`src/rtl/gpio_bank_if.sv`:
```
// Peripheral bus bundle between the SoC bus master and gpio_bank.
// The request is held until ready; ready is a one-cycle response strobe.
interface gpio_bank_if #(
  parameter int WIDTH = 3
);
  logic             valid;
  logic             write;
  logic [2:0]       addr;
  logic [WIDTH-1:0] wdata;
  logic             ready;
  logic [WIDTH-1:0] rdata;

  modport master (output valid, write, addr, wdata, input ready, rdata);
  modport slave  (input valid, write, addr, wdata, output ready, rdata);
endinterface

```
`src/rtl/gpio_bank.sv`:
```
// Parametrised GPIO bank: OUT/OE registers, synchronised and debounced inputs,
// and W1C edge-pending register that drives a level interrupt.
module gpio_bank #(
  parameter int WIDTH       = 3,
  parameter int SYNC_STAGES = 2,
  parameter int DEBOUNCE    = 0
) (
  input  logic             io_clock,
  input  logic             io_resetn,
  input  logic [WIDTH-1:0] io_pins_read,
  output logic [WIDTH-1:0] io_pins_write,
  output logic [WIDTH-1:0] io_pins_writeEnable,
  gpio_bank_if.slave       io_bus,
  output logic             io_irq
);

  localparam logic [15:0] DEBOUNCE_CNT = 16'(DEBOUNCE);

  logic [SYNC_STAGES-1:0][WIDTH-1:0] syncReg;
  logic [WIDTH-1:0] syncOut;
  logic [WIDTH-1:0] inQ;
  logic [WIDTH-1:0] inChange;
  logic [WIDTH-1:0] outReg;
  logic [WIDTH-1:0] oeReg;
  logic [WIDTH-1:0] riseEnReg;
  logic [WIDTH-1:0] fallEnReg;
  logic [WIDTH-1:0] pendingReg;
  logic [WIDTH-1:0] rdataReg;
  logic [WIDTH-1:0] readMux;
  logic [WIDTH-1:0] w1cMask;
  logic [WIDTH-1:0] riseEvt;
  logic [WIDTH-1:0] fallEvt;
  logic             readyReg;
  logic             heldReg;
  logic             accept;
  logic             wrAccept;

  always_ff @(posedge io_clock) begin
    if (!io_resetn) begin
      syncReg <= '0;
    end else begin
      syncReg <= {syncReg[SYNC_STAGES-2:0], io_pins_read};
    end
  end

  assign syncOut = syncReg[SYNC_STAGES-1];

  // Per-pin filter: a change is accepted only after DEBOUNCE+1 consecutive mismatching cycles.
  generate
    for (genvar gi = 0; gi < WIDTH; gi++) begin : g_pin
      logic [15:0] cntReg;
      logic        qReg;
      logic        change;

      assign change = (syncOut[gi] != qReg) && (cntReg == DEBOUNCE_CNT);

      always_ff @(posedge io_clock) begin
        if (!io_resetn) begin
          cntReg <= '0;
          qReg   <= 1'b0;
        end else if (syncOut[gi] == qReg) begin
          cntReg <= '0;
        end else if (change) begin
          qReg   <= syncOut[gi];
          cntReg <= '0;
        end else begin
          cntReg <= cntReg + 16'd1;
        end
      end

      assign inQ[gi]      = qReg;
      assign inChange[gi] = change;
    end
  endgenerate

  assign riseEvt = inChange &  syncOut & riseEnReg;
  assign fallEvt = inChange & ~syncOut & fallEnReg;

  // heldReg blocks re-acceptance while the same request is still held after its ready pulse.
  assign accept   = io_bus.valid && !readyReg && !heldReg;
  assign wrAccept = accept && io_bus.write;
  assign w1cMask  = (wrAccept && io_bus.addr == 3'd5) ? io_bus.wdata : '0;

  always_comb begin
    readMux = '0;
    case (io_bus.addr)
      3'd0:    readMux = inQ;
      3'd1:    readMux = outReg;
      3'd2:    readMux = oeReg;
      3'd3:    readMux = riseEnReg;
      3'd4:    readMux = fallEnReg;
      3'd5:    readMux = pendingReg;
      default: readMux = '0;
    endcase
  end

  always_ff @(posedge io_clock) begin
    if (!io_resetn) begin
      outReg     <= '0;
      oeReg      <= '0;
      riseEnReg  <= '0;
      fallEnReg  <= '0;
      pendingReg <= '0;
      readyReg   <= 1'b0;
      rdataReg   <= '0;
      heldReg    <= 1'b0;
    end else begin
      readyReg   <= accept;
      rdataReg   <= (accept && !io_bus.write) ? readMux : '0;
      heldReg    <= io_bus.valid && (heldReg || accept);
      // A new event on the same edge as its W1C keeps the bit set.
      pendingReg <= (pendingReg & ~w1cMask) | riseEvt | fallEvt;
      if (wrAccept) begin
        case (io_bus.addr)
          3'd1:    outReg    <= io_bus.wdata;
          3'd2:    oeReg     <= io_bus.wdata;
          3'd3:    riseEnReg <= io_bus.wdata;
          3'd4:    fallEnReg <= io_bus.wdata;
          3'd6:    outReg    <= outReg | io_bus.wdata;
          3'd7:    outReg    <= outReg & ~io_bus.wdata;
          default: ;
        endcase
      end
    end
  end

  assign io_bus.ready        = readyReg;
  assign io_bus.rdata        = rdataReg;
  assign io_pins_write       = outReg;
  assign io_pins_writeEnable = oeReg;
  assign io_irq              = |pendingReg;

endmodule

```
`src/flat_wrapper.sv`:
```
// flat-port wrapper written by rule: the top's interface ports become plain ports
module gpio_bank_flat 
#(
  parameter int WIDTH       = 3,
  parameter int SYNC_STAGES = 2,
  parameter int DEBOUNCE    = 0
)
  (io_clock, io_resetn, io_pins_read, io_pins_write, io_pins_writeEnable, io_irq, io_bus_valid, io_bus_write, io_bus_addr, io_bus_wdata, io_bus_ready, io_bus_rdata);
  gpio_bank_if #(.WIDTH(WIDTH)) io_bus_i ();
  input  logic io_clock;
  input  logic io_resetn;
  input  logic [WIDTH-1:0] io_pins_read;
  output logic [WIDTH-1:0] io_pins_write;
  output logic [WIDTH-1:0] io_pins_writeEnable;
  output logic io_irq;
  input wire logic [$bits(io_bus_i.valid)-1:0] io_bus_valid;
  input wire logic [$bits(io_bus_i.write)-1:0] io_bus_write;
  input wire logic [$bits(io_bus_i.addr)-1:0] io_bus_addr;
  input wire logic [$bits(io_bus_i.wdata)-1:0] io_bus_wdata;
  output wire logic [$bits(io_bus_i.ready)-1:0] io_bus_ready;
  output wire logic [$bits(io_bus_i.rdata)-1:0] io_bus_rdata;
  assign io_bus_i.valid = io_bus_valid;
  assign io_bus_i.write = io_bus_write;
  assign io_bus_i.addr = io_bus_addr;
  assign io_bus_i.wdata = io_bus_wdata;
  assign io_bus_ready = io_bus_i.ready;
  assign io_bus_rdata = io_bus_i.rdata;
  gpio_bank #(.WIDTH(WIDTH), .SYNC_STAGES(SYNC_STAGES), .DEBOUNCE(DEBOUNCE)) u_core (.io_clock(io_clock), .io_resetn(io_resetn), .io_pins_read(io_pins_read), .io_pins_write(io_pins_write), .io_pins_writeEnable(io_pins_writeEnable), .io_bus(io_bus_i), .io_irq(io_irq));
endmodule
```
`config.mk`:
```
export PLATFORM = sky130hd
export DESIGN_NAME = gpio_bank_flat
export DESIGN_NICKNAME = d
export VERILOG_FILES = /design/src/rtl/gpio_bank_if.sv /design/src/rtl/gpio_bank.sv /design/src/flat_wrapper.sv
export SDC_FILE = /design/constraint.sdc
export NUM_CORES = 1
export LEC_CHECK = 0
export ABC_CLOCK_PERIOD_IN_PS = 1500
export CAP_MARGIN = 20
export CELL_PAD_IN_SITES_DETAIL_PLACEMENT = 1
export CELL_PAD_IN_SITES_GLOBAL_PLACEMENT = 1
export CORE_MARGIN = 2
export CORE_UTILIZATION = 45
export CTS_CLUSTER_DIAMETER = 200
export DETAILED_ROUTE_END_ITERATION = 7
export GPL_TIMING_DRIVEN = 0
export HOLD_SLACK_MARGIN = 0.1
export PLACE_DENSITY_LB_ADDON = 0.12
export SKIP_LAST_GASP = 1
export SYNTH_ARGS = -nofsm -noshare
export SYNTH_HDL_FRONTEND = slang
export SYNTH_SLANG_ARGS = --single-unit
```
`constraint.sdc`:
```
create_clock -name io_clock -period 1.5 [get_ports io_clock]
set_input_delay 0.3 -clock io_clock [delete_from_list [all_inputs] [get_ports io_clock]]
set_output_delay 0.3 -clock io_clock [all_outputs]
set_load 0.02 [all_outputs]
```
==> results of run 1 <==
==> worst max-delay path, stage by stage (launching register included) <==
cell and delay, ns:
sky130_fd_sc_hd__dfxtp_1 0.30, sky130_fd_sc_hd__buf_2 0.16, sky130_fd_sc_hd__nor4_1 0.32, sky130_fd_sc_hd__nand4_1 0.23
sky130_fd_sc_hd__buf_4 0.20, sky130_fd_sc_hd__mux2i_1 0.14, sky130_fd_sc_hd__nor2b_1 0.06
==> power by group through the flow <==
| stage | Clock (mW) | Combinational [mW] | Sequential (mW) |
|---|---|---|---|
| after floorplan | 0 | 0.0798 | 2.12 |
| after global placement | 0 | 0.158 | 2.12 |
| after detailed placement | 0 | 0.160 | 2.12 |
| after CTS | 1.59 | 0.161 | 2.07 |
| after global routing | 1.67 | 0.188 | 2.07 |
| final | 1.56 | 0.172 | 2.07 |
==> area by class of cell <==
type | count | area [sq um] | area share (%)
multi-input combinational | 299 | 2210 | 48.02
sequential | 77 | 1575 | 34.23
timing repair buffer | 36 | 340.3 | 7.395
clock buffer | 10 | 137.6 | 2.991
tap | 102 | 127.6 | 2.773
buffer | 12 | 92.59 | 2.012
inverter | 17 | 68.82 | 1.495
clock inverter | 4 | 50.05 | 1.088
==> state kept, by name (all words and copies together) (netlist names) <==
| name | count |
|---|---|
| u_core.fallEnReg | 3 |
| u_core.g_pin.cntReg | 48 |
| u_core.g_pin.qReg | 3 |
| u_core.heldReg | 1 |
| u_core.io_bus.rdata | 3 |
| u_core.io_bus.ready | 1 |
| u_core.io_pins_write | 3 |
| u_core.io_pins_writeEnable | 3 |
| u_core.pendingReg | 3 |
| u_core.riseEnReg | 3 |
| u_core.syncOut | 3 |
| u_core.syncReg | 3 |
==> metal layers <==
layer  wire length [um]  up-vias  share of wire, %
met1               4276     1492                46
met2               4754       34                51
met3                173       12               1.9
met5                  0        -                 0
li1                   -     1503                 -
met4                126        0               1.4
==> cell families after synthesis <==
logic type                 count (synthesis)  share of synthesized area [%]
DFF                                       77                          43.02
adders and majority gates                  6                          2.095
and+or+nand+nor                          203                          31.70
AOI/OAI and AO/OA                         35                          5.692
xor gates and xnor gates                  44                          10.75
buffers and inverters                     30                          3.770
muxes                                     10                          2.968
==> through the flow <==
stage | setup slack (ns) | setup TNS [ns] | utilization [%]
after floorplan | 0.09845 | 0 | -
after global placement | -0.5326 | -15.67 | 50.87
after detailed placement | -0.5486 | -17.02 | 50.87
after CTS | -0.1544 | -0.1544 | 55.02
after global routing | -0.06454 | -0.8689 | 59.55
final | -0.007739 | -0.009151 | 59.55
==> timing repair <==
action | in CTS | in global routing
pin swaps | 8 | 13
setup buffers | 8 | 5
gates resized for setup | 32 | 79
setup endpoints to repair | 74 | 68
cloned | 0 | 2
==> synthesized netlist by cell type <==
cell type,number
sky130_fd_sc_hd__or3_1,1
sky130_fd_sc_hd__or4_4,1
sky130_fd_sc_hd__and2_1,10
sky130_fd_sc_hd__and4_1,1
sky130_fd_sc_hd__nor4b_2,1
sky130_fd_sc_hd__nor4_1,18
sky130_fd_sc_hd__mux2_2,5
sky130_fd_sc_hd__dfxtp_1,77
sky130_fd_sc_hd__inv_1,17
sky130_fd_sc_hd__nand3_2,4
sky130_fd_sc_hd__and4bb_2,2
sky130_fd_sc_hd__nand4bb_1,1
sky130_fd_sc_hd__nand4_4,3
sky130_fd_sc_hd__nor2_1,59
sky130_fd_sc_hd__buf_2,5
sky130_fd_sc_hd__o21a_1,1
sky130_fd_sc_hd__ha_1,6
sky130_fd_sc_hd__mux2i_1,5
sky130_fd_sc_hd__and3b_1,8
sky130_fd_sc_hd__clkbuf_1,4
sky130_fd_sc_hd__nor3_1,19
sky130_fd_sc_hd__clkbuf_2,1
sky130_fd_sc_hd__and3_4,1
sky130_fd_sc_hd__and3_1,2
sky130_fd_sc_hd__nor3b_1,1
sky130_fd_sc_hd__xor2_1,11
sky130_fd_sc_hd__o31ai_1,1
sky130_fd_sc_hd__a22oi_1,1
sky130_fd_sc_hd__nand2b_1,1
sky130_fd_sc_hd__o221ai_1,1
sky130_fd_sc_hd__buf_6,1
sky130_fd_sc_hd__a31o_2,3
sky130_fd_sc_hd__nor2b_1,4
sky130_fd_sc_hd__nand4b_1,2
sky130_fd_sc_hd__nand4_1,10
sky130_fd_sc_hd__a21oi_2,1
sky130_fd_sc_hd__buf_4,2
sky130_fd_sc_hd__nand3_1,26
sky130_fd_sc_hd__xnor2_1,33
sky130_fd_sc_hd__a21oi_1,10
sky130_fd_sc_hd__nand2_1,25
sky130_fd_sc_hd__nor4b_1,3
sky130_fd_sc_hd__o21ai_0,15
sky130_fd_sc_hd__o22ai_1,2
==> worst paths after layout <==
check,start,end,slack [ns],cells past startpoint
worst max-delay path,u_core.g_pin[2].cntReg[2]$_SDFF_PP0_,u_core.g_pin[2].qReg$_SDFFE_PN0P_,-0.008,6
worst min-delay path,io_bus_addr[1],u_core.io_pins_writeEnable[2]$_SDFFE_PN0P_,0.43,3
worst max register to register,u_core.g_pin[2].cntReg[2]$_SDFF_PP0_,u_core.g_pin[2].qReg$_SDFFE_PN0P_,-0.008,6
worst min register to register,u_core.syncReg[0]$_SDFF_PN0_,u_core.syncOut[0]$_SDFF_PN0_,0.44,1
==> cells in the final DEF (no fill, tap or decap), types with 5 or more instances in the layout <==
cell / instances
sky130_fd_sc_hd__a21oi_1: 10
sky130_fd_sc_hd__and2_1: 10
sky130_fd_sc_hd__and3b_1: 8
sky130_fd_sc_hd__buf_4: 11
sky130_fd_sc_hd__buf_6: 5
sky130_fd_sc_hd__clkbuf_8: 10
sky130_fd_sc_hd__clkdlybuf4s50_1: 9
sky130_fd_sc_hd__dfxtp_1: 56
sky130_fd_sc_hd__dfxtp_2: 18
sky130_fd_sc_hd__dlygate4sd2_1: 11
sky130_fd_sc_hd__inv_1: 11
sky130_fd_sc_hd__mux2_2: 5
sky130_fd_sc_hd__mux2i_1: 5
sky130_fd_sc_hd__nand2_1: 24
sky130_fd_sc_hd__nand3_1: 25
sky130_fd_sc_hd__nand4_1: 10
sky130_fd_sc_hd__nor2_1: 57
sky130_fd_sc_hd__nor3_1: 15
sky130_fd_sc_hd__nor4_1: 5
sky130_fd_sc_hd__nor4_2: 9
sky130_fd_sc_hd__o21ai_0: 15
sky130_fd_sc_hd__xnor2_1: 33
sky130_fd_sc_hd__xor2_1: 11
==> summary.md, run 1 <==
| Metric | Value |
|---|---|
| Routed Antenna Nets | `0` |
| Die Height | `between 90 and 100 um` |
| Starting density of the core | `a little under half` |
| Pwr/cell area | `824.7 nW/um^2` |
| Mapped Avg Cell Area | `roughly 8.8 sq um` |
| Netlist area before placement | `3583 sq um` |
| Post-layout instance area | `about 4600 sq um` |
| Global-route track usage on met1 | `26.62%` |
| Final standard cell count with taps included and fillers excluded | `roughly 560` |
| Post-CTS clock slew at the launch and capture registers of the worst setup and hold paths | `approximately 0.080 ns` |
| MaxCap Viol Count | `0` |
| Required time worst endpoint | `1.74 ns` |
| Diode insertion count for antenna repair | `0` |
| Count of placed standard cells including taps | `about 530` |
| Final net count | `471` |
| DRC Markers | `0` |
| Insertion delay of the later-clocked pin in the worst-skew pair | `about 0.35 ns` |
| Setup-failing EPs final | `2` |
| Boundary pin count | `24` |
| Failing checks | `setup timing` |
| Final max-slew violation count | `0` |
| Part of the power in registers | `a little over half` |
| Via total after detailed routing | `about 3,000` |
| Worst supply voltage drop on vdd | `between 0.4 and 0.5 mV` |
| Tmin final | `~1.5 ns` |
| Final routed wirelength across all metal layers | `around 9300 um` |
| CTS Buf Count | `9` |
| Count of TritonRoute iterations in the first routing pass | `4` |
| Startpoint-to-endpoint class of the critical path | `reg2reg` |
| Number of synthesized register bits | `77` |
| Number of placement rows | `32` |
| Area growth syn-to-layout | `28.42%` |
| Clk Tree Root Cell | `sky130_fd_sc_hd__clkbuf_8` |
| Clk buf depth | `2` |
| Combinational cell fraction of total power | `4.5%` |
| Fraction of final layout cells with drive strength greater than 1 | `26.37%` |
| CTS tree | `built` |
| Total number of yosys warnings | `0` |
| Cell count after synthesis | `around 410` |
| Buffers on Ports | `22` |
| Kind of start point of the critical path | `register` |
| Setup repair after global routing missed its margin | `yes` |
| Average wire per standard cell | `16.75 um` |
| Leading area contributor after synthesis | `sky130_fd_sc_hd__dfxtp_1` |
| CP max FO | `7` |
| Switch Pwr | `slightly below 0.9 mW` |
| Remaining max-slew budget at the tightest pin | `about three quarters` |
| Number of distinct library cell variants in the gate-level netlist after synthesis | `44` |
| Run status | `complete, but fails checks` |
| Part of the power in the clock network | `between 40% and 50%` |
| Die Wd | `between 90 and 100 um` |
| Number of clock sinks | `77` |
| Design internal power | `2.923 mW` |
| Number of antenna violations at the first check in global routing | `0` |
| Residual overflow from global routing | `0` |
| Post-Syn Nets | `about 420` |
| Area fraction of the dominant cell type after synthesis | `43.02%` |
| Capturing element type of the critical path | `register` |
| Hold WS | `0.4348 ns` |
| Arrival @ worst endpoint | `around 1.8 ns` |
| Vias per cell | `between 5 and 6` |
| Post-detail-place hpwl | `roughly 5700 um` |
| Area contributors post-synth | `sky130_fd_sc_hd__dfxtp_1 (43%), sky130_fd_sc_hd__xnor2_1 (8.1%), sky130_fd_sc_hd__nor2_1 (6.2%)` |
| Static leakage | `1.664 nW` |
| Most congested layer reported by global routing | `met2` |
| Overall track demand over capacity in global routing | `a little over a fifth` |
| Total power | `~3.8 mW` |
| GR met3 Demand/Resource | `approximately 4.2%` |
| Proportion of total power due to net switching | `a little under a quarter` |
| F_max | `roughly 0.66 GHz` |
| Sequential share of the synthesized area | `a little over two fifths` |
| Worst hold-check path type | `in2reg` |
| H-Tree Level Count | `3` |
| Period utilization | `100.5%` |
| Largest net degree at the start of global routing | `13` |
| Wire length of the first global-routing pass | `~15,000 um` |
| Number of hold-repair buffers added at the cts stage | `0` |
| Final setup skew | `~0.0097 ns` |
| Post-route worst setup slack | `-0.007739 ns` |
| Placement Cell Area | `3931 sq um` |
| Die area | `8693 sq um` |
| RD Place Congestion | `about 0.8` |
| Global-route track usage on met2 | `35.43%` |
| Iter 0 DRT Violations | `between 70 and 80` |
| Final number of hold-violating endpoints | `0` |
| Slew @ Worst Pin | `about 0.40 ns` |
| Area of the placeable core | `7727 sq um` |
| Number of global-route vias before repair | `roughly 3,100` |
| Number of fillers in the final layout | `876` |
(Power assumes the default switching activity.)
==> run 2: changes to the inputs <==
ABC_AREA = 0   (was default)
==> results of run 2 <==
The final DEF is identical to that of run 1; final timing and power are the same.
==> run 3: changes to the inputs <==
ABC_CLOCK_PERIOD_IN_PS = default   (was 1500)
SLEW_MARGIN = 20   (was default)
==> results of run 3 <==
The final DEF is identical to that of run 1; final timing and power are the same.
